**src/rtl/axi_dac_reader.sv**
```systemverilog
// Streaming AXI3 read master: fetches 64-bit beats from a circular DDR buffer into a beat FIFO
// and hands out one 16-bit lane (oldest first) per DAC request.
module axi_dac_reader #(
   parameter int unsigned BURST_LEN  = 16,
   parameter int unsigned FIFO_DEPTH = 64,
   parameter int unsigned DAC_DW     = 14
) (
   input  logic                          clk_i,
   input  logic                          rst_i,
   input  logic [31:0]                   cfg_start_addr_i,
   input  logic [31:0]                   cfg_stop_addr_i,
   input  logic                          ctrl_start_i,
   input  logic                          ctrl_stop_i,
   output logic                          busy_o,
   output logic                          err_o,
   output logic [31:0]                   underrun_cnt_o,
   output logic [$clog2(FIFO_DEPTH):0]   fifo_lvl_o,
   output logic [31:0]                   axi_araddr_o,
   output logic [3:0]                    axi_arlen_o,
   output logic [2:0]                    axi_arsize_o,
   output logic [1:0]                    axi_arburst_o,
   output logic                          axi_arvalid_o,
   input  logic                          axi_arready_i,
   input  logic [63:0]                   axi_rdata_i,
   input  logic [1:0]                    axi_rresp_i,
   input  logic                          axi_rlast_i,
   input  logic                          axi_rvalid_i,
   output logic                          axi_rready_o,
   input  logic                          dac_rdy_i,
   output logic [DAC_DW-1:0]             dac_dat_o,
   output logic                          dac_dv_o
);

   localparam int unsigned AW = $clog2(FIFO_DEPTH);
   localparam logic [31:0] BURST_BYTES = 32'(BURST_LEN * 8);

   typedef logic [AW:0] lvl_t;
   localparam lvl_t CREDIT_MAX = lvl_t'(FIFO_DEPTH - BURST_LEN);

   typedef enum logic [1:0] {StIdle, StAddr, StData, StDrain} state_t;

   state_t            state, state_next;
   logic [63:0]       mem [FIFO_DEPTH];
   logic [AW-1:0]     wr_idx, rd_idx;
   lvl_t              lvl;
   logic [1:0]        lane;
   logic              busy, stop_pend, err;
   logic [31:0]       rd_ptr, underrun;
   logic [DAC_DW-1:0] dac_dat;
   logic              dac_dv;

   logic              start_go, idle_stop, flush, push, beat_last, ar_hs;
   logic              credit_ok, take, starve, pop;
   logic [31:0]       ptr_inc;
   logic [63:0]       fifo_head;

   always_comb begin
      start_go  = (state == StIdle) && !busy && ctrl_start_i && !ctrl_stop_i;
      idle_stop = (state == StIdle) && ctrl_stop_i;
      flush     = start_go || idle_stop || (state == StDrain);
      push      = (state == StData) && axi_rvalid_i;
      beat_last = push && axi_rlast_i;
      ar_hs     = (state == StAddr) && axi_arready_i;
      // Only request a burst when a whole burst is guaranteed to fit.
      credit_ok = busy && (lvl <= CREDIT_MAX);
      take      = dac_rdy_i && busy && (lvl != '0) && !flush;
      starve    = dac_rdy_i && busy && (lvl == '0);
      pop       = take && (lane == 2'd3);
      ptr_inc   = rd_ptr + BURST_BYTES;
      fifo_head = mem[rd_idx];

      state_next = state;
      unique case (state)
         StIdle:  if (!idle_stop && credit_ok) state_next = StAddr;
         StAddr:  if (axi_arready_i) state_next = StData;
         StData:  if (beat_last) state_next = (stop_pend || ctrl_stop_i) ? StDrain : StIdle;
         StDrain: state_next = StIdle;
         default: state_next = StIdle;
      endcase
   end

   always_ff @(posedge clk_i or posedge rst_i) begin
      if (rst_i) begin
         state <= StIdle;
      end else begin
         state <= state_next;
      end
   end

   always_ff @(posedge clk_i or posedge rst_i) begin
      if (rst_i) begin
         busy      <= 1'b0;
         stop_pend <= 1'b0;
         err       <= 1'b0;
         rd_ptr    <= '0;
         underrun  <= '0;
      end else begin
         if (start_go) begin
            busy     <= 1'b1;
            rd_ptr   <= cfg_start_addr_i;
            err      <= 1'b0;
            underrun <= '0;
         end else begin
            if (idle_stop || (state == StDrain)) busy <= 1'b0;
            if (ar_hs) rd_ptr <= (ptr_inc >= cfg_stop_addr_i) ? cfg_start_addr_i : ptr_inc;
            if (push && (axi_rresp_i != 2'b00)) err <= 1'b1;
            if (starve && (underrun != '1)) underrun <= underrun + 32'd1;
         end
         // A stop seen in ADDR/DATA cannot retract the burst; it takes effect via DRAIN.
         if (state == StDrain) begin
            stop_pend <= 1'b0;
         end else if (ctrl_stop_i && ((state == StAddr) || (state == StData))) begin
            stop_pend <= 1'b1;
         end
      end
   end

   always_ff @(posedge clk_i) begin
      if (push) mem[wr_idx] <= axi_rdata_i;
   end

   always_ff @(posedge clk_i or posedge rst_i) begin
      if (rst_i) begin
         wr_idx <= '0;
         rd_idx <= '0;
         lvl    <= '0;
         lane   <= '0;
      end else if (flush) begin
         wr_idx <= '0;
         rd_idx <= '0;
         lvl    <= '0;
         lane   <= '0;
      end else begin
         if (push) wr_idx <= wr_idx + 1'b1;
         if (pop) rd_idx <= rd_idx + 1'b1;
         if (take) lane <= lane + 2'd1;
         lvl <= lvl + lvl_t'(push) - lvl_t'(pop);
      end
   end

   always_ff @(posedge clk_i or posedge rst_i) begin
      if (rst_i) begin
         dac_dat <= '0;
         dac_dv  <= 1'b0;
      end else begin
         dac_dv <= take;
         if (take) dac_dat <= fifo_head[{lane, 4'b0000} +: DAC_DW];
      end
   end

   assign busy_o         = busy;
   assign err_o          = err;
   assign underrun_cnt_o = underrun;
   assign fifo_lvl_o     = lvl;
   assign axi_araddr_o   = rd_ptr;
   assign axi_arlen_o    = 4'(BURST_LEN - 1);
   assign axi_arsize_o   = 3'd3;
   assign axi_arburst_o  = 2'b01;
   assign axi_arvalid_o  = (state == StAddr);
   assign axi_rready_o   = (state == StData);
   assign dac_dat_o      = dac_dat;
   assign dac_dv_o       = dac_dv;

endmodule

```
**config.mk**
```make
export PLATFORM = sky130hd
export DESIGN_NAME = axi_dac_reader
export DESIGN_NICKNAME = d
export VERILOG_FILES = /design/src/rtl/axi_dac_reader.sv
export SDC_FILE = /design/constraint.sdc
export NUM_CORES = 2
export LEC_CHECK = 0
export ABC_AREA = 1
export BUFFER_PORTS_ARGS = -buffer_cell sky130_fd_sc_hd__buf_2
export CAP_MARGIN = 0
export CORE_UTILIZATION = 60
export CTS_CLUSTER_DIAMETER = 120
export DETAILED_ROUTE_END_ITERATION = 8
export PLACE_DENSITY_LB_ADDON = 0.15
export SLEW_MARGIN = 20
export SYNTH_ARGS = -nofsm -noshare
export SYNTH_HDL_FRONTEND = slang
export SYNTH_SLANG_ARGS = --single-unit
export TNS_END_PERCENT = 1
```
**constraint.sdc**
```tcl
create_clock -name clk_i -period 7.2 [get_ports clk_i]
set_input_delay 1.44 -clock clk_i [delete_from_list [all_inputs] [get_ports clk_i]]
set_output_delay 1.44 -clock clk_i [all_outputs]
set_load 0.02 [all_outputs]
```
**After elaboration in Yosys (flattened, before gate mapping)**

Memories as Yosys holds them, arrays and structs flattened.
Index checks and enable logic that the tools add are counted.

- Flip-flop bits (word level): 105
- RAM bits: 4096
- Input bits: 138
- Output and inout port bits: 99
- Logic and storage cells: 95
- Memories kept: 1

- $add $sub $neg: 7
- Order comparisons: 2
- Equal/unequal tests: 8
- Shift operators: 1
- Muxes and demuxes: 25
- Reductions and logical operators: 39

Memory list:

| name | depth | bits a word | read ports | clocked after memory_dff | write ports | RTL line | RTL |
|---|---|---|---|---|---|---|---|
| mem | 64 | 64 | 1 | 0 | 1 | 43 | `logic [63:0] mem [FIFO_DEPTH];` |

Operator list:

| cell | count |
|---|---|
| $mux W32 | 5 |
| $shiftx A64 B7 Y14 | 1 |
| $add A32 B1 Y32 const B | 1 |
| $add A32 B8 Y32 const B | 1 |
| $ge A32 B32 Y1 | 1 |
| $ne A32 B32 Y1 const B | 1 |
| $mux W6 | 4 |
| $reduce_bool A2 Y1 | 9 |
| $logic_and A1 B1 Y1 | 17 |
| $add A6 B1 Y6 const B | 2 |
| $mux W2 | 6 |
| $mux W1 | 8 |
| $pmux W2 S4 | 1 |
| $add A7 B1 Y7 | 1 |
| $le A7 B6 Y1 const B | 1 |
| $logic_not A7 Y1 | 1 |
| $mux W7 | 1 |
| $reduce_bool A7 Y1 | 1 |
| $sub A7 B1 Y7 | 1 |
| $eq A2 B2 Y1 const B | 3 |
| $ne A2 B1 Y1 const B | 3 |
| $logic_or A1 B1 Y1 | 5 |
| $logic_not A1 Y1 | 4 |
| $reduce_and A3 Y1 | 1 |
| other kinds (3) | 3 |

**Depth between registers and ports, before layout**

- Word-level depth: 11
- Gate-level depth with buffers: 23
- Depth with buffers taken out: 22

**Worst setup path after synthesis**

OpenSTA, ideal clock, no wires.

- Path kind: input to register
- Start: in axi_rvalid_i
- End: mem mem[47][0], enable pin
- Setup time: 0.539 ns
- Arrival: 5.932 ns
- Required time: 6.661 ns
- Path slack: 0.729 ns
- Stages on the path: 8
- Path buffers: 0
- Cell sequence: nand2_1 inv_1 nand2_1 nor2_1 inv_1 nor2_1 inv_1 nor3_1

- Word-level cells in the longest chain between the ends: 3

Ends and longest elaborated chain:

| what | RTL line | RTL |
|---|---|---|
| start: declaration | 27 | `input logic axi_rvalid_i,` |
| $logic_and A1 B1 Y1 | 61 | `push = (state == StData) && axi_rvalid_i;` |
| $mux W1 | 119 | `if (push) mem[wr_idx] <= axi_rdata_i;` |
| $mux W1 (implied by the code) | 119 |  |
| end: declaration | 43 |  |

No other way between the ends.

**Final worst setup path**

- Start: reg rd_idx[2]
- End: reg dac_dat[5] (netlist: dac_dat_o[5])

- Word-level cells in the longest chain between the ends: 2

Ends and longest elaborated chain:

| what | RTL line | RTL |
|---|---|---|
| start: declaration | 44 | `logic [AW-1:0] wr_idx, rd_idx;` |
| start signal: assignment | 135 | `if (pop) rd_idx <= rd_idx + 1'b1;` |
| $mem_v2 Z64 W64 | -- |  |
| $shiftx A64 B7 Y14 | 147 | `if (take) dac_dat <= fifo_head[{lane, 4'b0000} +: DAC_DW];` |
| end signal: assignment | 147 |  |
| end: declaration | 49 | `logic [DAC_DW-1:0] dac_dat;` |

No other way between the ends.
A chain may end at the register's enable or synchronous reset.

==> reports/results.md <==
| Parameter | Value | Unit |
| --- | --- | --- |
| Unrepaired setup endpoints after global routing | false | - |
| Input/output buffers | 219 | - |
| Effective utilization at floorplan | 60.6 | % |
| Global-route wire length before repair | 658000 | um |
| Synthesized area | 0.155 | mm2 |
| Root buffer cell | sky130_fd_sc_hd__clkbuf_16 | - |
| Overall die height | 509 | um |
| Routed wl met3 | 52400 | um |
| Final estimated routing congestion in global placement | 0.846 | - |
| Floorplan core area | 0.255 | mm2 |
| Clock insertion delay at the later pin of the skew report | 1000 | ps |
| GRT Resource Usage Total | 35.1 | % |
| Number of search-and-repair iterations in the first detailed-routing pass | 8 | - |
| Clock tree from TritonCTS | yes | - |
| PostCTS Resize Cnt | 0 | - |
| Commonest register cell after synthesis | sky130_fd_sc_hd__edfxtp_1 | - |
| Top cell type's share of synthesized area | 69.6 | % |
| Number of cells on the worst reg-to-reg path | 13 | - |
| Sum of routed wire length over all layers | 457000 | um |
| Final setup TNS | 0 | ps |
| Largest fanout on the critical path | 54 | - |
| Count of distinct cell types in the synthesized netlist | 42 | - |
| Arrival time of data at the critical path endpoint | 5780 | ps |
| Area contributors post-synth | sky130_fd_sc_hd__edfxtp_1 70%, sky130_fd_sc_hd__nand2_1 10%, sky130_fd_sc_hd__nand3_1 5.3% | - |
| Detailed-placement wirelength estimate | 231000 | um |
| FFs w/ async S/R, synth | 2.85 | % |
| Number of global-route vias before repair | 101000 | - |
| Maximum clock skew at final layout | 52.2 | ps |
| Dominant cell type by area after synthesis | sky130_fd_sc_hd__edfxtp_1 | - |
| Flop2flop setup slack | 2280 | ps |
| Clock-pin slew on the worst setup and hold paths | 60 | ps |
| Static power due to leakage | 65.1 | nW |
| Rel. slew slack | 16.6 | % |
| Maximum vdd drop | 0.000226 | V |
| Post-placement cell count | 17100 | - |
| Final setup violation count | 0 | - |
| Number of warnings issued by yosys | 0 | - |
| Overall Power | 45.8 | mW |
| Count of filler cells inserted in the layout | 18500 | - |
| Hold buffers post-CTS | 0 | - |
| DR vias | 107000 | - |
| Class of the tightest hold or removal check | flop to flop | - |
| Clock Tree Buf Depth | 4 | - |
| Floorplan row count | 185 | - |
| Critical Path Source Type | flop | - |
| Worst hold slack after final layout | 479 | ps |
| Multi-input logic area | 0.0375 | mm2 |
| Type of the worst setup path | flop to flop | - |
| Number of pins exceeding their max-slew limit in the final report | 0 | - |
| Startpoint of the worst register-to-register path | rd_idx[2]$_DFFE_PP0P_ | - |
| Post-layout net count | 14400 | - |
| Post-Route Utilization | 67.1 | % |
| Total clock buffers created by CTS | 385 | - |
| Worst flop-to-flop path endpoint | dac_dat_o[5]$_DFFE_PP0P_ | - |
| Synthesized area per cell | 10.9 | um2 |
| Maximum number of pins on one net before global-route repair | 212 | - |
| Number of enable-type register cells in the synthesized netlist | 3584 | - |
| Drt initial violations | 14000 | - |
| I/O pin count | 237 | - |
| Period utilisation layout | 68.3 | % |
| Power per standard cell area | 268 | mW/mm2 |
| Maximum frequency from static timing analysis | 0.203 | GHz |
| X dimension of the die | 509 | um |
| Synthesized instance count | 14100 | - |
| Hold Crit Depth | 2 | - |
| Count of H-tree levels built during CTS | 5 | - |
| Post-detailed-route count of antenna-violating nets | 0 | - |
| Final hold viol count | 0 | - |
| Overall overflow remaining after global route | 0 | - |
| Routed met2 length | 210000 | um |
| Routed length per instance | 25.6 | um |
| Worst endpoint required time | 8060 | ps |
| Clk sinks | 3689 | - |
| Storage cell area | 0.110 | mm2 |
| Ratio of cells with drive above 1 in the final layout | 7.47 | % |
| Buffers inserted during post-CTS setup optimization | 0 | - |
| Number of antenna violations at the first check in global routing | 30 | - |
| Die area | 0.260 | mm2 |
| Result of the run | completed | - |
| Worst hold path endpoint | dac_dat_o[10]$_DFFE_PP0P_ | - |
| Yosys reg bits | 3689 | - |
| Top layer in use | met5 | - |
| Min-delay src | dac_dat_o[10]$_DFFE_PP0P_ | - |
| Max-capacitance violation count | 0 | - |
| Worst-Margin Slew | 1250 | ps |
| Ratio of routed vias to standard cells | 6.01 | - |
| Number of DRC violations after detailed routing | 0 | - |
| Register area share after synthesis | 71.3 | % |
| Worst setup EP type | flop | - |
| Non-filler instance count after layout | 17800 | - |
| Area added between synthesis and finish | 10.7 | % |
| Met1 wire length | 167000 | um |
| Clock period minus worst slack | 4920 | ps |
through the flow:
| step | worst slack, ps | instance area, um2 |
|---|---|---|
| after floorplan | 729 | 155000 |
| after global placement | 2040 | 159000 |
| after global routing | 2170 | 171000 |
| final | 2280 | 171000 |
| after detailed placement | 2170 | 159000 |
| after CTS | 2520 | 171000 |
placed cells by master (no fill, tap or decap), types with 63 or more instances in the layout:
master,n
sky130_fd_sc_hd__nand3_1,1646
sky130_fd_sc_hd__a21oi_1,270
sky130_fd_sc_hd__clkbuf_1,86
sky130_fd_sc_hd__clkbuf_16,395
sky130_fd_sc_hd__nand2_1,4183
sky130_fd_sc_hd__buf_4,173
sky130_fd_sc_hd__buf_12,63
sky130_fd_sc_hd__clkinv_1,84
sky130_fd_sc_hd__nor2_1,1533
sky130_fd_sc_hd__edfxtp_1,3584
sky130_fd_sc_hd__dfrtp_1,99
sky130_fd_sc_hd__o211ai_1,105
sky130_fd_sc_hd__inv_1,976
sky130_fd_sc_hd__buf_2,202
sky130_fd_sc_hd__o21ai_0,614
routing by layer:
metal  vias up  GRT usage [%]
li1      47700              -
met1     51700           46.4
met2      6423           54.9
met3      1272           6.65
met4         4           19.9
met5         -              0
worst max path at each step:
stage,depth (start not counted),slack (ps),endpoint,from
4_1_cts,13,2520,dac_dat_o[6]$_DFFE_PP0P_,rd_idx[2]$_DFFE_PP0P_
3_5_place_dp,24,2170,fifo_lvl_o[6]$_DFF_PP0_,ctrl_stop_i
3_3_place_gp,24,2040,fifo_lvl_o[6]$_DFF_PP0_,ctrl_stop_i
6_report,13,2280,dac_dat_o[5]$_DFFE_PP0P_,rd_idx[2]$_DFFE_PP0P_
5_1_grt,23,2170,axi_araddr_o[26]$_DFFE_PP0P_,axi_araddr_o[7]$_DFFE_PP0P_
2_1_floorplan,8,730,mem[47][0]$_DFFE_PP_,axi_rvalid_i
cell type report:
cell class                 instances  area share, %
tap                             3366           2.46
clock inverter                   184          0.846
sequential                      3689           64.5
multi-input combinational       8655           21.9
timing repair buffer             440           2.12
antenna                           20         0.0293
inverter                         987           2.20
clock buffer                     484           5.99
report_power, final:
part           internal, mW  switching [mW]
logic                 0.727            2.24
registers              23.8           0.219
clock network          10.8            8.00
state kept, by name, indices dropped and copies added (netlist names):
signal / flops
underrun_cnt_o: 32
stop_pend: 1
lane: 2
dac_dv_o: 1
mem: 3584
axi_araddr_o: 32
busy_o: 1
state: 2
err_o: 1
dac_dat_o: 14
rd_idx: 6
fifo_lvl_o: 7
wr_idx: 6
worst max-delay path, stage by stage, from the launching register on:
cell,delay [ps]
sky130_fd_sc_hd__dfrtp_4,870
sky130_fd_sc_hd__inv_8,380
sky130_fd_sc_hd__nand2_4,650
sky130_fd_sc_hd__buf_4,540
sky130_fd_sc_hd__buf_4,560
sky130_fd_sc_hd__a21oi_1,90
sky130_fd_sc_hd__nor2_1,160
sky130_fd_sc_hd__nand2_1,130
sky130_fd_sc_hd__nand3_1,90
sky130_fd_sc_hd__nand3_1,560
sky130_fd_sc_hd__nand3_1,370
sky130_fd_sc_hd__nand2_1,90
sky130_fd_sc_hd__nand2_1,60
sky130_fd_sc_hd__nand2_1,50
cell usage after synthesis, drive strengths merged, types with 3 or more instances:
cell type / number
nand2: 4185
o21ai: 628
and3: 3
xor2: 17
ha: 53
xnor2: 6
nor3: 42
nor2: 1595
nand4: 17
or2: 56
buf: 413
o211ai: 105
nand3: 1646
o31ai: 3
edfxtp: 3584
a21oi: 270
inv: 986
nor4: 6
clkbuf: 378
dfrtp: 105
logic make-up (layout without fill, tap and decap cells):
group | Yosys count | in the layout | synth area share (%)
AO/OA/AOI/OAI | 1017 | 1017 | 3.49
XOR/XNOR | 23 | 23 | 0.135
adder cells (fa/ha/maj) | 54 | 54 | 0.442
buffers and inverters | 1778 | 2095 | 4.73
flip-flops | 3689 | 3689 | 71.3
other | 2 | 29 | 0.00486
AND/OR/NAND/NOR | 7552 | 7552 | 19.9
(Power assumes the default switching activity.)
